## src/rtl/wb_port_arbiter_pkg.sv

```systemverilog
// Shared widths, the buffered write-back entry type and starvation FSM states
// for the register-file write-port arbiter.
package wb_port_arbiter_pkg;

  localparam int unsigned REG_IDX_W = 5;
  localparam int unsigned XLEN      = 32;

  typedef logic [REG_IDX_W-1:0] reg_idx_t;
  typedef logic [XLEN-1:0]      xlen_t;

  typedef struct packed {
    reg_idx_t idx;
    xlen_t    data;
  } wb_entry_t;

  typedef enum logic [1:0] {
    StIdle  = 2'd0,
    StCount = 2'd1,
    StHold  = 2'd2
  } starve_state_e;

endpackage

```

## src/rtl/wb_port_arbiter_if.sv

```systemverilog
// Signal bundle between the core (master) and the write-port arbiter (slave):
// writeback port, coprocessor result return, decode hazard query and regfile write.
interface wb_port_arbiter_if;
  import wb_port_arbiter_pkg::*;

  logic     pipe_wr_en;
  reg_idx_t pipe_wr_idx;
  xlen_t    pipe_wr_data;
  logic     cop_valid;
  logic     cop_ready;
  reg_idx_t cop_wr_idx;
  xlen_t    cop_wr_data;
  logic     cop_issue;
  reg_idx_t dec_rs1;
  reg_idx_t dec_rs2;
  reg_idx_t dec_rd;
  logic     dec_rd_we;
  logic     dec_is_cop;
  logic     dec_stall;
  logic     hold_req;
  logic     reg_write;
  reg_idx_t wr_idx;
  xlen_t    wr_data;

  modport master (
    output pipe_wr_en, pipe_wr_idx, pipe_wr_data,
    output cop_valid, cop_wr_idx, cop_wr_data, cop_issue,
    output dec_rs1, dec_rs2, dec_rd, dec_rd_we, dec_is_cop,
    input  cop_ready, dec_stall, hold_req, reg_write, wr_idx, wr_data
  );

  modport slave (
    input  pipe_wr_en, pipe_wr_idx, pipe_wr_data,
    input  cop_valid, cop_wr_idx, cop_wr_data, cop_issue,
    input  dec_rs1, dec_rs2, dec_rd, dec_rd_we, dec_is_cop,
    output cop_ready, dec_stall, hold_req, reg_write, wr_idx, wr_data
  );

endinterface

```

## src/rtl/wb_port_arbiter_sync_fifo.sv

```systemverilog
// Single-clock FIFO with first-word-visible head; Depth must be a power of two
// so the pointers wrap naturally.
module wb_port_arbiter_sync_fifo #(
  parameter int unsigned Width = 8,
  parameter int unsigned Depth = 4
) (
  input  logic                     clk,
  input  logic                     rst,
  input  logic                     i_push,
  input  logic [Width-1:0]         i_data,
  input  logic                     i_pop,
  output logic [Width-1:0]         o_head,
  output logic                     o_full,
  output logic                     o_empty,
  output logic [$clog2(Depth):0]   o_count
);

  localparam int unsigned PtrW = $clog2(Depth);
  localparam int unsigned CntW = PtrW + 1;

  logic [Width-1:0] r_mem [Depth];
  logic [PtrW-1:0]  r_wr_ptr;
  logic [PtrW-1:0]  r_rd_ptr;
  logic [CntW-1:0]  r_count;
  logic             w_push;
  logic             w_pop;

  assign o_full  = (r_count == CntW'(Depth));
  assign o_empty = (r_count == '0);
  assign o_count = r_count;
  assign o_head  = r_mem[r_rd_ptr];
  assign w_push  = i_push & ~o_full;
  assign w_pop   = i_pop & ~o_empty;

  always_ff @(posedge clk or negedge rst) begin
    if (!rst) begin
      r_wr_ptr <= '0;
      r_rd_ptr <= '0;
      r_count  <= '0;
    end else begin
      if (w_push) r_wr_ptr <= r_wr_ptr + PtrW'(1);
      if (w_pop)  r_rd_ptr <= r_rd_ptr + PtrW'(1);
      case ({w_push, w_pop})
        2'b10:   r_count <= r_count + CntW'(1);
        2'b01:   r_count <= r_count - CntW'(1);
        default: r_count <= r_count;
      endcase
    end
  end

  // Storage is not reset; the count alone defines which entries are valid.
  always_ff @(posedge clk) begin
    if (w_push) r_mem[r_wr_ptr] <= i_data;
  end

endmodule

```

## src/rtl/wb_port_arbiter.sv

```systemverilog
// Shares the regfile write port between pipeline writeback and buffered coprocessor
// results; tracks in-flight coprocessor destinations to stall decode on hazards.
module wb_port_arbiter
  import wb_port_arbiter_pkg::*;
#(
  parameter int unsigned FIFO_DEPTH      = 4,
  parameter int unsigned MAX_OUTSTANDING = 4,
  parameter int unsigned STARVE_LIMIT    = 8
) (
  input  logic               clk,
  input  logic               rst,
  wb_port_arbiter_if.slave   bus
);

  localparam int unsigned OutW    = $clog2(MAX_OUTSTANDING + 1);
  localparam int unsigned StarveW = $clog2(STARVE_LIMIT + 1);
  localparam int unsigned CntW    = $clog2(FIFO_DEPTH) + 1;

  wb_entry_t         w_push_entry;
  wb_entry_t         w_head;
  logic              w_full;
  logic              w_empty;
  logic [CntW-1:0]   w_count;
  logic              w_pipe_active;
  logic              w_pop;
  logic              w_push;
  logic              w_blocked;
  logic [31:0]       w_pending_nxt;

  logic [31:0]       r_pending;
  logic [OutW-1:0]   r_outstanding;
  starve_state_e     r_state;
  logic [StarveW-1:0] r_starve_cnt;
  logic              r_hold_req;

  assign w_pipe_active = bus.pipe_wr_en & (bus.pipe_wr_idx != '0);
  assign w_pop         = ~w_pipe_active & ~w_empty;
  assign w_push        = bus.cop_valid & ~w_full;
  assign w_blocked     = ~w_empty & w_pipe_active;
  assign w_push_entry  = '{idx: bus.cop_wr_idx, data: bus.cop_wr_data};
  assign bus.cop_ready = ~w_full;
  assign bus.hold_req  = r_hold_req;

  wb_port_arbiter_sync_fifo #(
    .Width ($bits(wb_entry_t)),
    .Depth (FIFO_DEPTH)
  ) u_fifo (
    .clk     (clk),
    .rst     (rst),
    .i_push  (w_push),
    .i_data  (w_push_entry),
    .i_pop   (w_pop),
    .o_head  (w_head),
    .o_full  (w_full),
    .o_empty (w_empty),
    .o_count (w_count)
  );

  // Pipeline writeback has priority; a popped x0 result is discarded silently.
  always_comb begin
    bus.reg_write = 1'b0;
    bus.wr_idx    = '0;
    bus.wr_data   = '0;
    if (w_pipe_active) begin
      bus.reg_write = 1'b1;
      bus.wr_idx    = bus.pipe_wr_idx;
      bus.wr_data   = bus.pipe_wr_data;
    end else if (w_pop) begin
      bus.reg_write = (w_head.idx != '0);
      bus.wr_idx    = w_head.idx;
      bus.wr_data   = w_head.data;
    end
  end

  always_comb begin
    w_pending_nxt = r_pending;
    if (w_pop) w_pending_nxt[w_head.idx] = 1'b0;
    if (bus.cop_issue && (bus.dec_rd != '0)) w_pending_nxt[bus.dec_rd] = 1'b1;
    w_pending_nxt[0] = 1'b0;
  end

  assign bus.dec_stall = r_pending[bus.dec_rs1] | r_pending[bus.dec_rs2] |
                         (bus.dec_rd_we & r_pending[bus.dec_rd]) |
                         (bus.dec_is_cop & (r_outstanding == OutW'(MAX_OUTSTANDING)));

  always_ff @(posedge clk or negedge rst) begin
    if (!rst) begin
      r_pending     <= '0;
      r_outstanding <= '0;
    end else begin
      r_pending <= w_pending_nxt;
      case ({bus.cop_issue, w_pop})
        2'b10:   r_outstanding <= r_outstanding + OutW'(1);
        2'b01:   r_outstanding <= r_outstanding - OutW'(1);
        default: r_outstanding <= r_outstanding;
      endcase
    end
  end

  // Counts consecutive cycles in which a buffered result loses to the pipeline.
  always_ff @(posedge clk or negedge rst) begin
    if (!rst) begin
      r_state      <= StIdle;
      r_starve_cnt <= '0;
      r_hold_req   <= 1'b0;
    end else begin
      unique case (r_state)
        StIdle: begin
          if (w_blocked) begin
            r_starve_cnt <= StarveW'(1);
            if (STARVE_LIMIT <= 1) begin
              r_state    <= StHold;
              r_hold_req <= 1'b1;
            end else begin
              r_state <= StCount;
            end
          end
        end
        StCount: begin
          if (!w_blocked) begin
            r_state      <= StIdle;
            r_starve_cnt <= '0;
          end else begin
            r_starve_cnt <= r_starve_cnt + StarveW'(1);
            if (r_starve_cnt + StarveW'(1) >= StarveW'(STARVE_LIMIT)) begin
              r_state    <= StHold;
              r_hold_req <= 1'b1;
            end
          end
        end
        StHold: begin
          if (!w_blocked) begin
            r_state      <= StIdle;
            r_starve_cnt <= '0;
            r_hold_req   <= 1'b0;
          end
        end
        default: begin
          r_state      <= StIdle;
          r_starve_cnt <= '0;
          r_hold_req   <= 1'b0;
        end
      endcase
    end
  end

  // Every buffered result belongs to an op that is still counted as outstanding.
  always_ff @(posedge clk) begin
    if (rst) begin
      assert (!(bus.cop_issue && !w_pop && (r_outstanding == OutW'(MAX_OUTSTANDING))));
      assert (!(w_pop && !bus.cop_issue && (r_outstanding == '0)));
      assert (int'(r_outstanding) >= int'(w_count));
    end
  end

endmodule

```

## src/flat_wrapper.sv

```systemverilog
// flat-port wrapper written by rule: the top's interface ports become plain ports
module wb_port_arbiter_flat import wb_port_arbiter_pkg::*;
#(
  parameter int unsigned FIFO_DEPTH      = 4,
  parameter int unsigned MAX_OUTSTANDING = 4,
  parameter int unsigned STARVE_LIMIT    = 8
)
  (clk, rst, bus_pipe_wr_en, bus_pipe_wr_idx, bus_pipe_wr_data, bus_cop_valid, bus_cop_wr_idx, bus_cop_wr_data, bus_cop_issue, bus_dec_rs1, bus_dec_rs2, bus_dec_rd, bus_dec_rd_we, bus_dec_is_cop, bus_cop_ready, bus_dec_stall, bus_hold_req, bus_reg_write, bus_wr_idx, bus_wr_data);
  wb_port_arbiter_if bus_i ();
  input  logic clk;
  input  logic rst;
  input wire logic [$bits(bus_i.pipe_wr_en)-1:0] bus_pipe_wr_en;
  input wire logic [$bits(bus_i.pipe_wr_idx)-1:0] bus_pipe_wr_idx;
  input wire logic [$bits(bus_i.pipe_wr_data)-1:0] bus_pipe_wr_data;
  input wire logic [$bits(bus_i.cop_valid)-1:0] bus_cop_valid;
  input wire logic [$bits(bus_i.cop_wr_idx)-1:0] bus_cop_wr_idx;
  input wire logic [$bits(bus_i.cop_wr_data)-1:0] bus_cop_wr_data;
  input wire logic [$bits(bus_i.cop_issue)-1:0] bus_cop_issue;
  input wire logic [$bits(bus_i.dec_rs1)-1:0] bus_dec_rs1;
  input wire logic [$bits(bus_i.dec_rs2)-1:0] bus_dec_rs2;
  input wire logic [$bits(bus_i.dec_rd)-1:0] bus_dec_rd;
  input wire logic [$bits(bus_i.dec_rd_we)-1:0] bus_dec_rd_we;
  input wire logic [$bits(bus_i.dec_is_cop)-1:0] bus_dec_is_cop;
  output wire logic [$bits(bus_i.cop_ready)-1:0] bus_cop_ready;
  output wire logic [$bits(bus_i.dec_stall)-1:0] bus_dec_stall;
  output wire logic [$bits(bus_i.hold_req)-1:0] bus_hold_req;
  output wire logic [$bits(bus_i.reg_write)-1:0] bus_reg_write;
  output wire logic [$bits(bus_i.wr_idx)-1:0] bus_wr_idx;
  output wire logic [$bits(bus_i.wr_data)-1:0] bus_wr_data;
  assign bus_i.pipe_wr_en = bus_pipe_wr_en;
  assign bus_i.pipe_wr_idx = bus_pipe_wr_idx;
  assign bus_i.pipe_wr_data = bus_pipe_wr_data;
  assign bus_i.cop_valid = bus_cop_valid;
  assign bus_i.cop_wr_idx = bus_cop_wr_idx;
  assign bus_i.cop_wr_data = bus_cop_wr_data;
  assign bus_i.cop_issue = bus_cop_issue;
  assign bus_i.dec_rs1 = bus_dec_rs1;
  assign bus_i.dec_rs2 = bus_dec_rs2;
  assign bus_i.dec_rd = bus_dec_rd;
  assign bus_i.dec_rd_we = bus_dec_rd_we;
  assign bus_i.dec_is_cop = bus_dec_is_cop;
  assign bus_cop_ready = bus_i.cop_ready;
  assign bus_dec_stall = bus_i.dec_stall;
  assign bus_hold_req = bus_i.hold_req;
  assign bus_reg_write = bus_i.reg_write;
  assign bus_wr_idx = bus_i.wr_idx;
  assign bus_wr_data = bus_i.wr_data;
  wb_port_arbiter #(.FIFO_DEPTH(FIFO_DEPTH), .MAX_OUTSTANDING(MAX_OUTSTANDING), .STARVE_LIMIT(STARVE_LIMIT)) u_core (.clk(clk), .rst(rst), .bus(bus_i));
endmodule
```

## config.mk

```make
export PLATFORM = sky130hd
export DESIGN_NAME = wb_port_arbiter_flat
export DESIGN_NICKNAME = d
export VERILOG_FILES = /design/src/rtl/wb_port_arbiter_pkg.sv /design/src/rtl/wb_port_arbiter_if.sv /design/src/rtl/wb_port_arbiter_sync_fifo.sv /design/src/rtl/wb_port_arbiter.sv /design/src/flat_wrapper.sv
export SDC_FILE = /design/constraint.sdc
export NUM_CORES = 1
export LEC_CHECK = 0
export BUFFER_PORTS_ARGS = -buffer_cell sky130_fd_sc_hd__buf_2
export CORE_MARGIN = 2
export CORE_UTILIZATION = 50
export DETAILED_ROUTE_END_ITERATION = 8
export MAX_ROUTING_LAYER = met4
export PLACE_DENSITY = 0.72
export SLEW_MARGIN = 10
export SYNTH_ARGS = -nofsm -noshare
export SYNTH_HDL_FRONTEND = slang
export SYNTH_SLANG_ARGS = --single-unit
```

## constraint.sdc

```tcl
create_clock -name clk -period 3.9 [get_ports clk]
set_input_delay 0 -clock clk [delete_from_list [all_inputs] [get_ports clk]]
set_output_delay 0 -clock clk [all_outputs]
set_load 0.05 [all_outputs]
```

---- Word level (Yosys, flattened, before mapping) ----
Memory sizes are Yosys's and may differ from the RTL's.
Index checks and enable logic that the tools add are counted.
Widths: inputs -> output; s select.
cells by class
  bitwise logic cells ..................... 18
  eq/ne operators ......................... 13
  reductions and logical operators ........ 13
  add/sub/neg operators ................... 7
  mux-type cells .......................... 35
  $lt $le $gt $ge ......................... 7
operators by type and width
  cell                 count
  $mux 32              4
  $and 32x32->32       1
  $not 32->32          1
  $or 32x32->32        1
  $lt 5x6->1 const B   4
  $bmux 1 s5           3
  $reduce_bool 5->1    3
  $mux 1               12
  $mux 4               3
  $pmux 3 s2           2
  $pmux 4 s3           1
  $demux 1 s5          2
  $ge 5x1->1 const B   2
  $mux 5               2
  $and 1x1->1          8
  $mux 2               4
  $add 3x1->3 const B  2
  $eq 2x1->1 const B   3
  $eq 2x2->1 const B   3
  $eq 3x3->1 const B   2
  $ne 2x1->1 const B   3
  $pmux 2 s3           1
  $sub 3x1->3 const B  2
  $add 2x1->2 const B  2
  other kinds (14)     22
word-level totals
  output and inout bits ................... 41
  bits in registers ....................... 48
  memory bits (writable) .................. 148
  memories kept ........................... 1
memory list
  memory               depth  width  read ports  clocked after memory_dff  wr ports  RTL line                         text
  u_core.u_fifo.r_mem  4      37     1           0                         1         wb_port_arbiter_sync_fifo.sv:21  logic [Width-1:0] r_mem [Depth];

---- Depth between registers and ports, before layout ----
Gate-level depths: netlist of run 1.
An unclocked memory read counts as a cell.
  depth after elaboration ................. 10
  gate-level depth with buffers ........... 11

---- Cells and area by module ----
From an unflattened synthesis of run 1, not the netlist that was laid out.
unflattened totals
  cell total of the unflattened synthesis .. 612
  area, all modules ....................... 8948.6 sq um
modules (own cells, without submodules)
  module                     cells each  seq. area each (sq um)  instances  area each (sq um)
  wb_port_arbiter_sync_fifo  231         4619.4                  1          5759.3
  wb_port_arbiter            381         1026.0                  1          3189.3

---- Least setup slack after synthesis of run 1 ----
OpenSTA, ideal clock, no wires.
  path type ............................... reg-to-reg
  from .................................... register u_core.u_fifo.r_count[0] (netlist: u_core.u_fifo.o_count[0])
  to ...................................... register u_core.u_fifo.r_count[2] (netlist: u_core.u_fifo.o_count[2])
  slack ................................... 1466 ps
  stages on the path, launching flop included .. 11
  library setup time ...................... 79 ps
  arrival time ............................ 2355 ps
  clock period less this slack ............ 2434 ps
  cell sequence ........................... dfrtp_1 inv_1 nand3_1 and2_1 inv_1 ha_1 inv_1 fa_1 xor2_1 nor2_1 xor2_1
on the way
  longest elaborated chain between the ends .. 6
  elaborated cells between the ends (all ways) .. 14
  those cells by class .................... add/sub (2); eq/ne (3); mux (1); bitwise (6); reduce/logical (2)
RTL lines
  what                                             RTL line                         text
  start, declared                                  wb_port_arbiter_sync_fifo.sv:24  logic [CntW-1:0] r_count;
  start signal, assigned                           wb_port_arbiter_sync_fifo.sv:44  2'b10: r_count <= r_count + CntW'(1);
  start signal, assigned                           wb_port_arbiter_sync_fifo.sv:45  2'b01: r_count <= r_count - CntW'(1);
  start signal, assigned                           wb_port_arbiter_sync_fifo.sv:46  default: r_count <= r_count;
  $eq 3x3->1 *                                     wb_port_arbiter_sync_fifo.sv:28  assign o_full = (r_count == CntW'(Depth));
  $not 1->1 *                                      -
  net bus_cop_ready                                flat_wrapper.sv:24               output wire logic [$bits(bus_i.cop_ready)-1:0] bus_cop_ready;
  $and 1x1->1                                      wb_port_arbiter.sv:38            assign w_push = bus.cop_valid & ~w_full;
  $and 1x1->1 *                                    wb_port_arbiter_sync_fifo.sv:32  assign w_push = i_push & ~o_full;
  $eq 2x1->1 or $eq 2x2->1 (tied branches)         wb_port_arbiter_sync_fifo.sv:43  case ({w_push, w_pop})
  $pmux 3 s2 or $reduce_bool 2->1 (tied branches)  -
Mark *: on every way through the listed nets, which the timed path passes. The rest lies on a longest branch.
A chain may end at the register's enable or synchronous reset.

---- Final worst setup path of run 1 ----
  from .................................... register u_core.r_pending[23]
  to ...................................... output port bus_dec_stall
on the way
  longest elaborated chain between the ends .. 5
  elaborated cells between the ends (all ways) .. 10
  those cells by class .................... mux (6); bitwise (4)
RTL lines
  what                                       RTL line                                      text
  start, declared                            wb_port_arbiter.sv:30                         logic [31:0] r_pending;
  start signal, assigned                     wb_port_arbiter.sv:91                         r_pending <= w_pending_nxt;
  $bmux 1 s5, on equally long branches       wb_port_arbiter.sv:82, wb_port_arbiter.sv:83
  $mux 1, on equally long branches           wb_port_arbiter.sv:82, wb_port_arbiter.sv:83
  $or 1x1->1 or $and 1x1->1 (tied branches)  wb_port_arbiter.sv:82, wb_port_arbiter.sv:83
  $or 1x1->1 *                               wb_port_arbiter.sv:82                         assign bus.dec_stall = r_pending[bus.dec_rs1] | r_pending[bus.dec_rs2] |
  $or 1x1->1 *                               wb_port_arbiter.sv:83                         (bus.dec_rd_we & r_pending[bus.dec_rd]) |
  end, declared                              flat_wrapper.sv:25                            output wire logic [$bits(bus_i.dec_stall)-1:0] bus_dec_stall;
Every way passes the cells marked *; elsewhere a longest branch is shown, timed or not. The select of a mux whose other input is x is not followed.

==> results by group, run 1 <==
Status
  • Outcome: finished, final reports clean

STA
  • Worst-Margin Slew: 1030 ps
  • Setup Skew: 15.4 ps
  • Hold Vio Cnt, Final: 0
  • Final setup viols: 0
  • Slew headroom: 0.314
  • Final min period: 2590 ps
  • Final worst-path cycle share: 0.664
  • Setup TNS Final: 0 ps
  • Final slew viol count: 0
  • Max Freq: 0.386 GHz
  • RSZ-0062 raised after global routing: no

Yosys
  • Post-synthesis sequential area ratio: 0.647
  • Xor/xnor share of the synthesized area: 0.0110
  • Synth Cell Area: 8720 µm²
  • Synth unique cells: 50
  • Most common cell in the synthesized netlist: edfxtp_1
  • Largest family of logic cells by synthesized area: multiplexers
  • Syn_area_per_cell: 16.5 µm²
  • Post-synthesis async set-or-reset flop share: 0.245
  • Cell taking the most area after synthesis: edfxtp_1
  • Simple-Gate Fraction of Synth Area: 0.0499
  • Gate Count Post-Synth: 529
  • Post-synthesis compound-gate area fraction: 0.0934
  • Post-synth top cells: 148 x edfxtp_1, 54 x mux4_2, 48 x dfrtp_1, 38 x a22o_1, 36 x o21ai_0
  • Yosys reg bits: 196
  • Adder-cell share of the synthesized area: 0.0146
  • Syn. warnings: 0
  • Post-Syn Nets: 634
  • Post-synth top area share: 0.509
  • Post-synthesis mux area share: 0.162
  • Synth area leaders: edfxtp_1 51%, mux4_2 14%, dfrtp_1 14%, a22o_1 3.8%, o21ai_0 2.1%
  • EDFF count, synth: 148
  • Main synth FF type: edfxtp_1

Place
  • Final Wtd Congestion: 0.914
  • HPWL Detailed: 12600 µm
  • Port-buffer cells: 136

Global route
  • Tot GR Track Use: 0.236
  • Met2 Resource Use GR: 0.381
  • Vias in the first global route: 5824
  • Met1 Use GR: 0.302
  • Initial antenna violation count: 2
  • GRT met3 Usage: 0.0444
  • Congestion Overflow GR: 0
  • Pin count of the biggest net entering global routing: 49
  • Global-route wire length before repair: 31400 µm
  • Busiest grt layer: met2

Layout
  • Layout area overhead: 21.3%
  • Nets@finish: 807
  • Layout cells sized above 1: 0.337
  • Core Util, Final: 0.616

Setup path
  • CP Capture Type: primary output
  • Worst setup SP type: flip-flop
  • CP Class: flip-flop to primary output
  • Worst-path fanout max: 4
  • Worst Path Arrival: 2590 ps
  • CP required: 3900 ps

Die
  • Die area: 18500 µm²
  • Die width: 136 µm
  • Core footprint: 17200 µm²
  • Die Ht: 136 µm
  • Num ports: 137
  • Starting Density: 0.508
  • # rows: 48

Clock network
  • Clk sinks: 196
  • Post-CTS setup buffer count: 0
  • CTS tree: yes
  • Clk slew on worst S/H paths: 70 ps
  • Clock Latency Late Sink: 430 ps
  • H-tree levels: 4
  • CTS root buf: clkbuf_16
  • Clock buffer depth: 2
  • Total CTS buffers: 17

Detailed routing
  • Initial DRT Pass Iterations: 5
  • Initial DRC Count: 441
  • Vias after detailed routing: 5628
  • Routed WL: 20100 µm
  • Drt via density: 5.99
  • ANT nets after route: 0
  • DRC: 0
  • DR WL/cell: 21.4 µm

Power and ir drop
  • Peak supply drop: 0.000410 V
  • Leakage power: 3.97 nW
  • Pwr Density: 728 nW/µm²

Min path
  • Hold Crit Class: input port to flip-flop

Job
  • Max-cap check violation count: 0
==> routing by layer <==
| metal | up-vias | part of all wire |
|---|---|---|
| li1 | 2503 | - |
| met1 | 2833 | 0.42 |
| met2 | 269 | 0.50 |
| met3 | 23 | 0.071 |
| met4 | 0 | 0.016 |
| met5 | - | 0 |
==> layout by cell type, fill, tap and decap left out, types with 10 or more instances in the layout <==
cell / synthesis / final
a22o_1: 38 / 38
o21ai_0: 36 / 36
dfrtp_1: 48 / 46
edfxtp_1: 148 / 148
mux4_2: 54 / 54
clkbuf_16: 0 / 17
inv_1: 16 / 16
buf_2: 11 / 136
mux2i_1: 16 / 16
nor2_1: 11 / 10
o21ai_1: 29 / 29
dlygate4sd3_1: 0 / 41
==> where the power goes <==
part | internal, W | switching [W]
clock network | 0.000937 | 0.000743
logic | 0.00113 | 0.00176
registers | 0.00283 | 0.000306
==> final timing paths <==
kind,from,endpoint,slack (ps),cells past startpoint
min in group asynchronous,rst,u_core.r_pending[17],210,3
setup reg to reg,u_core.u_fifo.r_rd_ptr[0],u_core.r_pending[25],1590,4
max in group asynchronous,rst,u_core.u_fifo.r_rd_ptr[0],3190,3
hold / removal,bus_dec_rd[2],u_core.r_pending[16],50,3
setup / recovery,u_core.r_pending[23],bus_dec_stall,1310,6
hold reg to reg,u_core.r_outstanding[0],u_core.r_outstanding[0],480,1
==> critical path, cell delays in order (launching register included) <==
cell,delay (ps)
dfrtp_1,430
mux4_2,480
mux2i_1,170
nor3b_1,70
or4_1,510
a2111o_1,290
buf_2,210
==> kinds of logic (layout without fill, tap and decap cells) <==
group / Yosys count / count (layout)
buffers and inverters: 44 / 227
DFF: 196 / 196
adders and majority gates: 9 / 9
other: 0 / 2
xor gates and xnor gates: 11 / 11
AOI/OAI and AO/OA: 123 / 123
and+or+nand+nor: 73 / 73
muxes: 73 / 73
==> state kept, by name, summed over array words and instances (netlist names) <==
name,flops
u_core.r_starve_cnt,4
u_core.u_fifo.r_rd_ptr,2
u_core.u_fifo.r_wr_ptr,2
u_core.u_fifo.r_mem,148
u_core.r_state,2
u_core.bus.hold_req,1
u_core.r_pending,31
u_core.u_fifo.o_count,3
u_core.r_outstanding,3
==> area by class of cell <==
cell class              count  area (µm²)
flip-flops and latches    196        5650
clock buffers              17         425
well taps                 225         282
clock inverters            12         131
diodes                      2        5.00
repair buffers            182        1130
fillers                  1324        6600
multi-input cells         289        2900
inverters                  16        60.1
==> per-stage QoR <==
stage	total power, W	hold slack (ps)	instances	worst slack (ps)	instance area (µm²)
CTS	0.00774	10.0	937	1240	10600
finish	0.00770	50.5	939	1310	10600
global route	0.00809	68.2	939	1130	10600
detailed placement	0.00602	146	867	1290	9610
global placement	0.00592	133	867	1460	9610
floorplan	0.00524	-296	529	1470	8720
==> repair_timing <==
action / in CTS / in global routing
endpoints found under the hold margin: 199 / 0
hold buffers: 41 / 0
gates resized for setup: 0 / 0
Note: power is estimated with default switching activity, not from simulation.
==> inputs of run 2 (changes only) <==
PLACE_DENSITY = 0.75   (was 0.72)
clock period = 2.25 ns   (was 3.9 ns; I/O delays follow)
==> results by group, run 2 (synthesis gave the netlist of run 1 again) <==
Status
  • Outcome: finished with violations
  • Failing checks: setup timing

Die
  • # rows: 48
  • Die Ht: 136 µm
  • Core footprint: 17200 µm²
  • Starting Density: 0.508
  • Num ports: 137
  • Die width: 136 µm
  • Die area: 18500 µm²

Detailed routing
  • Routed WL: 20600 µm
  • Met1 WL: 8360 µm
  • Met3 WL: 1300 µm
  • DR WL/cell: 21.4 µm
  • Drt via density: 5.99
  • ANT nets after route: 0
  • Initial DRC Count: 428
  • Top sig layer: met4
  • Initial DRT Pass Iterations: 5
  • Met2 routed WL: 10600 µm
  • DRC: 0
  • Vias after detailed routing: 5763

Place
  • HPWL Detailed: 13100 µm
  • Port-buffer cells: 136
  • Final Wtd Congestion: 0.933
  • Placed Area: 9790 µm²

Global route
  • Vias in the first global route: 5901
  • Congestion Overflow GR: 0
  • Initial antenna violation count: 1
  • Pin count of the biggest net entering global routing: 40
  • Global-route wire length before repair: 31800 µm
  • Tot GR Track Use: 0.237

Clock network
  • Clk sinks: 196
  • Total CTS buffers: 17
  • Clk slew on worst S/H paths: 70 ps
  • CTS tree: yes
  • CTS root buf: clkbuf_16
  • H-tree levels: 4
  • Clock buffer depth: 2
  • Clock Latency Late Sink: 430 ps

STA
  • Slew headroom: 0.593
  • Final slew viol count: 0
  • Max Freq: 0.391 GHz
  • RSZ-0062 raised after global routing: yes
  • Setup ws final: -305 ps
  • Hold Vio Cnt, Final: 0
  • Final worst-path cycle share: 1.14
  • Final min period: 2550 ps
  • Setup TNS Final: -305 ps
  • Setup Skew: 13.3 ps
  • Final setup viols: 1
  • Worst-Margin Slew: 608 ps

Layout
  • Max reg flops: 148
  • Sequential cell area: 5650 µm²
  • Most frequent cells in the layout: 148 x edfxtp_1, 133 x buf_2, 54 x mux4_2, 46 x dfrtp_1, 43 x dlygate4sd3_1
  • Post-route cell area: 10900 µm²
  • Largest regs: u_core.u_fifo.r_mem: 148 flops, u_core.r_pending: 31 flops, u_core.r_starve_cnt: 4 flops
  • Most flops, register: u_core.u_fifo.r_mem
  • Commonest non-fill, non-tap cell in the layout: edfxtp_1
  • Fill count: 1268
  • Multi-input logic area: 2940 µm²
  • Layout cells sized above 1: 0.364
  • Layout area overhead: 25.0%
  • Nets@finish: 830

Setup path
  • Reg2reg setup slack: 60 ps
  • CP Class: flip-flop to primary output
  • Worst Path Arrival: 2550 ps
  • Crit-path slowest cell: or4_1
  • CP bufs+invs: 1
  • Slowest stage delay, CP: 490 ps
  • CP Cell Sequence: mux4_2 > mux2i_1 > nor3b_1 > or4_1 > a2111o_1 > buf_6
  • CP required: 2250 ps
  • Worst setup SP type: flip-flop
  • CP delay by family, top: multiplexers
  • CP Capture Type: primary output
  • Worst-path fanout max: 4

Power and ir drop
  • Seq pwr share: 0.393
  • NetSw: 0.00503 W
  • Pwr Density: 1260 nW/µm²
  • Switching part of the total: 0.367
  • Clk pwr share: 0.201
  • Pint: 0.00869 W
  • Comb power frac: 0.405
  • Peak supply drop: 0.000788 V
  • Leakage power: 4.12 nW

Min path
  • Hold Crit Class: input port to flip-flop

Job
  • Max-cap check violation count: 0
[run 2: final timing paths]
path / startpoint / endpoint / depth (start not counted)
max in group asynchronous: rst / u_core.r_pending[9] / 3
min: bus_dec_rd[2] / u_core.r_pending[16] / 3
min reg2reg: u_core.r_outstanding[0] / u_core.r_outstanding[0] / 1
min in group asynchronous: rst / u_core.r_pending[14] / 3
max reg2reg: u_core.u_fifo.r_rd_ptr[0] / u_core.r_pending[26] / 5
max: u_core.r_pending[23] / bus_dec_stall / 6
[run 2: per-layer routing]
layer  GRT usage  up-vias
li1            -     2558
met1       0.303     2942
met2       0.384      226
met3      0.0515       37
met4      0.0764        0
met5           -        -
[run 2: final cells by class]
| cell class | count | share of cell area |
|---|---|---|
| sequential | 196 | 0.518 |
| multi-input combinational | 289 | 0.270 |
| timing repair buffer | 205 | 0.132 |
| clock buffer | 18 | 0.0394 |
| tap | 225 | 0.0258 |
| clock inverter | 12 | 0.00895 |
| inverter | 16 | 0.00551 |
| antenna | 1 | 0.000229 |
[run 2: stage by stage]
stage / hold slack [ps] / power [W] / std cells / util / setup WS, ps
floorplan: -296 / 0.00910 / 529 / - / -23.6
global placement: -118 / 0.0105 / 882 / 0.570 / 91.2
detailed placement: -114 / 0.0106 / 882 / 0.570 / 4.51
CTS: 4.08 / 0.0137 / 958 / 0.632 / -320
global route: 45.1 / 0.0144 / 962 / 0.635 / -380
finish: 43.4 / 0.0137 / 962 / 0.635 / -305
[run 2: worst reg2reg max path, cell delays in order, from the launching register on]
cell and delay (ps):
dfrtp_2 400, buf_6 170, mux4_2 600, or4b_4 610, o21ai_1 190, o21ai_1 90
[run 2: power by group through the flow]
stage / clock network, W / logic (W) / registers (W)
2_1_floorplan: 0 / 0.00382 / 0.00528
3_3_place_gp: 0 / 0.00506 / 0.00542
3_5_place_dp: 0 / 0.00516 / 0.00549
4_1_cts: 0.00281 / 0.00554 / 0.00539
5_1_grt: 0.00296 / 0.00592 / 0.00549
6_report: 0.00276 / 0.00556 / 0.00540
[run 2: timing repair]
action / CTS / global route
setup endpoints to repair: 24 / 16
setup buffers: 3 / 2
cloned: 1 / 0
hold endpoints to repair: 199 / 2
hold buffers: 42 / 1
pin swaps: 2 / 2
resized for setup: 14 / 7
==> inputs of run 3 (changes only) <==
REMOVE_ABC_BUFFERS = 1   (was unset)
==> results by group, run 3 (synthesis gave the netlist of run 1 again) <==
Clock network
  • Clock buffer depth: 2
  • H-tree levels: 4
  • CTS root buf: clkbuf_16
  • Clock Latency Late Sink: 430 ps
  • Clk sinks: 196
  • CTS tree: yes
  • Total CTS buffers: 17
  • Clk slew on worst S/H paths: 70 ps

Layout
  • Commonest non-fill, non-tap cell in the layout: edfxtp_1
  • Layout area overhead: 26.2%
  • Fill count: 1251
  • Ant diodes: 0
  • Non-Filler Instances: 969
  • Sequential cell area: 5650 µm²
  • Max reg flops: 148
  • Layout cells sized above 1: 0.375
  • Most flops, register: u_core.u_fifo.r_mem
  • Largest regs: u_core.u_fifo.r_mem: 148 flops, u_core.r_pending: 31 flops, u_core.r_starve_cnt: 4 flops
  • Multi-input logic area: 2950 µm²
  • Nets@finish: 836
  • Most frequent cells in the layout: 148 x edfxtp_1, 127 x buf_2, 54 x mux4_2, 45 x dfrtp_1, 42 x dlygate4sd3_1
  • Core Util, Final: 0.641

Die
  • # rows: 48
  • Die width: 136 µm
  • Core footprint: 17200 µm²
  • Starting Density: 0.508
  • Num ports: 137
  • Die area: 18500 µm²
  • Die Ht: 136 µm

STA
  • WHS: 35.6 ps
  • RSZ-0062 raised after global routing: yes
  • Final setup viols: 2
  • Setup Skew: 11.2 ps
  • Setup ws final: -276 ps
  • Hold Vio Cnt, Final: 0
  • Final worst-path cycle share: 1.12
  • Final min period: 2530 ps
  • Final slew viol count: 0
  • Worst-Margin Slew: 651 ps
  • Slew headroom: 0.564
  • Max Freq: 0.396 GHz

Global route
  • Vias in the first global route: 5852
  • Tot GR Track Use: 0.243
  • Initial antenna violation count: 0
  • Congestion Overflow GR: 0
  • Global-route wire length before repair: 32400 µm
  • Pin count of the biggest net entering global routing: 40

Job
  • Max-cap check violation count: 0

Setup path
  • Slowest stage delay, CP: 500 ps
  • CP required: 2250 ps
  • Worst Path Arrival: 2530 ps
  • Crit-path slowest cell: mux4_2
  • Worst setup SP type: flip-flop
  • Worst-path fanout max: 4
  • CP Class: flip-flop to primary output
  • CP Capture Type: primary output
  • CP bufs+invs: 1
  • CP Cell Sequence: mux4_2 > mux2i_2 > nor2_1 > or4_1 > a2111o_1 > buf_6
  • CP delay by family, top: multiplexers

Detailed routing
  • Vias after detailed routing: 5856
  • Drt via density: 6.04
  • Initial DRC Count: 517
  • DR WL/cell: 21.7 µm
  • ANT nets after route: 0
  • DRC: 0
  • Initial DRT Pass Iterations: 6
  • Routed WL: 21000 µm

Place
  • Pre-CTS WS: 91.8 ps
  • DP Cell Count: 890
  • Final Wtd Congestion: 0.932
  • HPWL Detailed: 13900 µm
  • Port-buffer cells: 136

Status
  • Outcome: finished with violations
  • Failing checks: setup timing

Power and ir drop
  • Peak supply drop: 0.000901 V
  • Leakage power: 4.18 nW
  • Clk pwr share: 0.209
  • Switching part of the total: 0.367
  • Pwr Total: 0.0140 W
  • NetSw: 0.00512 W
  • Pwr Density: 1270 nW/µm²
  • Pint: 0.00885 W
  • Comb power frac: 0.402
  • Seq pwr share: 0.389

Min path
  • Hold Crit Class: input port to flip-flop
run 3: cell count changes in the layout (fill, tap and decap cells not counted), moves of 2 or more:
cell	change
buf_16	-2
clkinv_8	+2
buf_2	-6
clkinv_2	+2
buf_6	+2
buf_4	+11
run 3: power by group through the flow:
stage | Clock (W) | Combinational, W | Sequential, W
detailed placement | 0 | 0.00522 | 0.00548
CTS | 0.00297 | 0.00539 | 0.00541
floorplan | 0 | 0.00351 | 0.00551
global placement | 0 | 0.00515 | 0.00540
global route | 0.00311 | 0.00599 | 0.00553
finish | 0.00291 | 0.00561 | 0.00544
run 3: metal layers:
layer | up-vias | wire, µm | GRT usage
met5 | - | 0 | -
met4 | 0 | 291 | 0.0712
met3 | 23 | 1690 | 0.0556
met2 | 336 | 10800 | 0.392
met1 | 2934 | 8190 | 0.313
li1 | 2563 | - | -
run 3: timing repair:
action | in CTS | in global routing
buffers inserted | 0 | 4
hold endpoints to repair | 174 | 0
pin swaps | 0 | 2
hold buffers | 42 | 0
cloned | 0 | 1
gates resized for setup | 12 | 29
endpoints found under the setup margin | 39 | 38
run 3: path summary, 6_finish.rpt:
| check | startpoint | end | slack (ps) | cells after the start |
|---|---|---|---|---|
| setup / recovery | u_core.r_pending[31] | bus_dec_stall | -280 | 6 |
| hold / removal | bus_cop_valid | u_core.u_fifo.r_wr_ptr[0] | 40 | 3 |
| setup reg to reg | u_core.u_fifo.r_rd_ptr[0] | u_core.r_pending[26] | 110 | 5 |
| hold reg to reg | u_core.r_outstanding[2] | u_core.r_outstanding[2] | 480 | 1 |
| max in group asynchronous | rst | u_core.u_fifo.o_count[0] | 1520 | 3 |
| min in group asynchronous | rst | u_core.u_fifo.r_rd_ptr[1] | 110 | 2 |
run 3: tightest hold or removal path, cell delays in order:
cell and delay [ps]:
buf_2 110, and2_1 210, xnor2_1 90
run 3: stage by stage:
stage / cell area (µm²) / setup TNS, ps
3_5_place_dp: 9840 / 0
6_report: 11000 / -340
4_1_cts: 10900 / -473
3_3_place_gp: 9840 / 0
2_1_floorplan: 8590 / -74350
5_1_grt: 11000 / -584
run 3: layout make-up:
cell class / instances / share of cell area
clock buffer: 17 / 0.0386
inverter: 16 / 0.00545
multi-input combinational: 289 / 0.268
sequential: 196 / 0.513
tap: 225 / 0.0256
timing repair buffer: 211 / 0.136
clock inverter: 15 / 0.0136
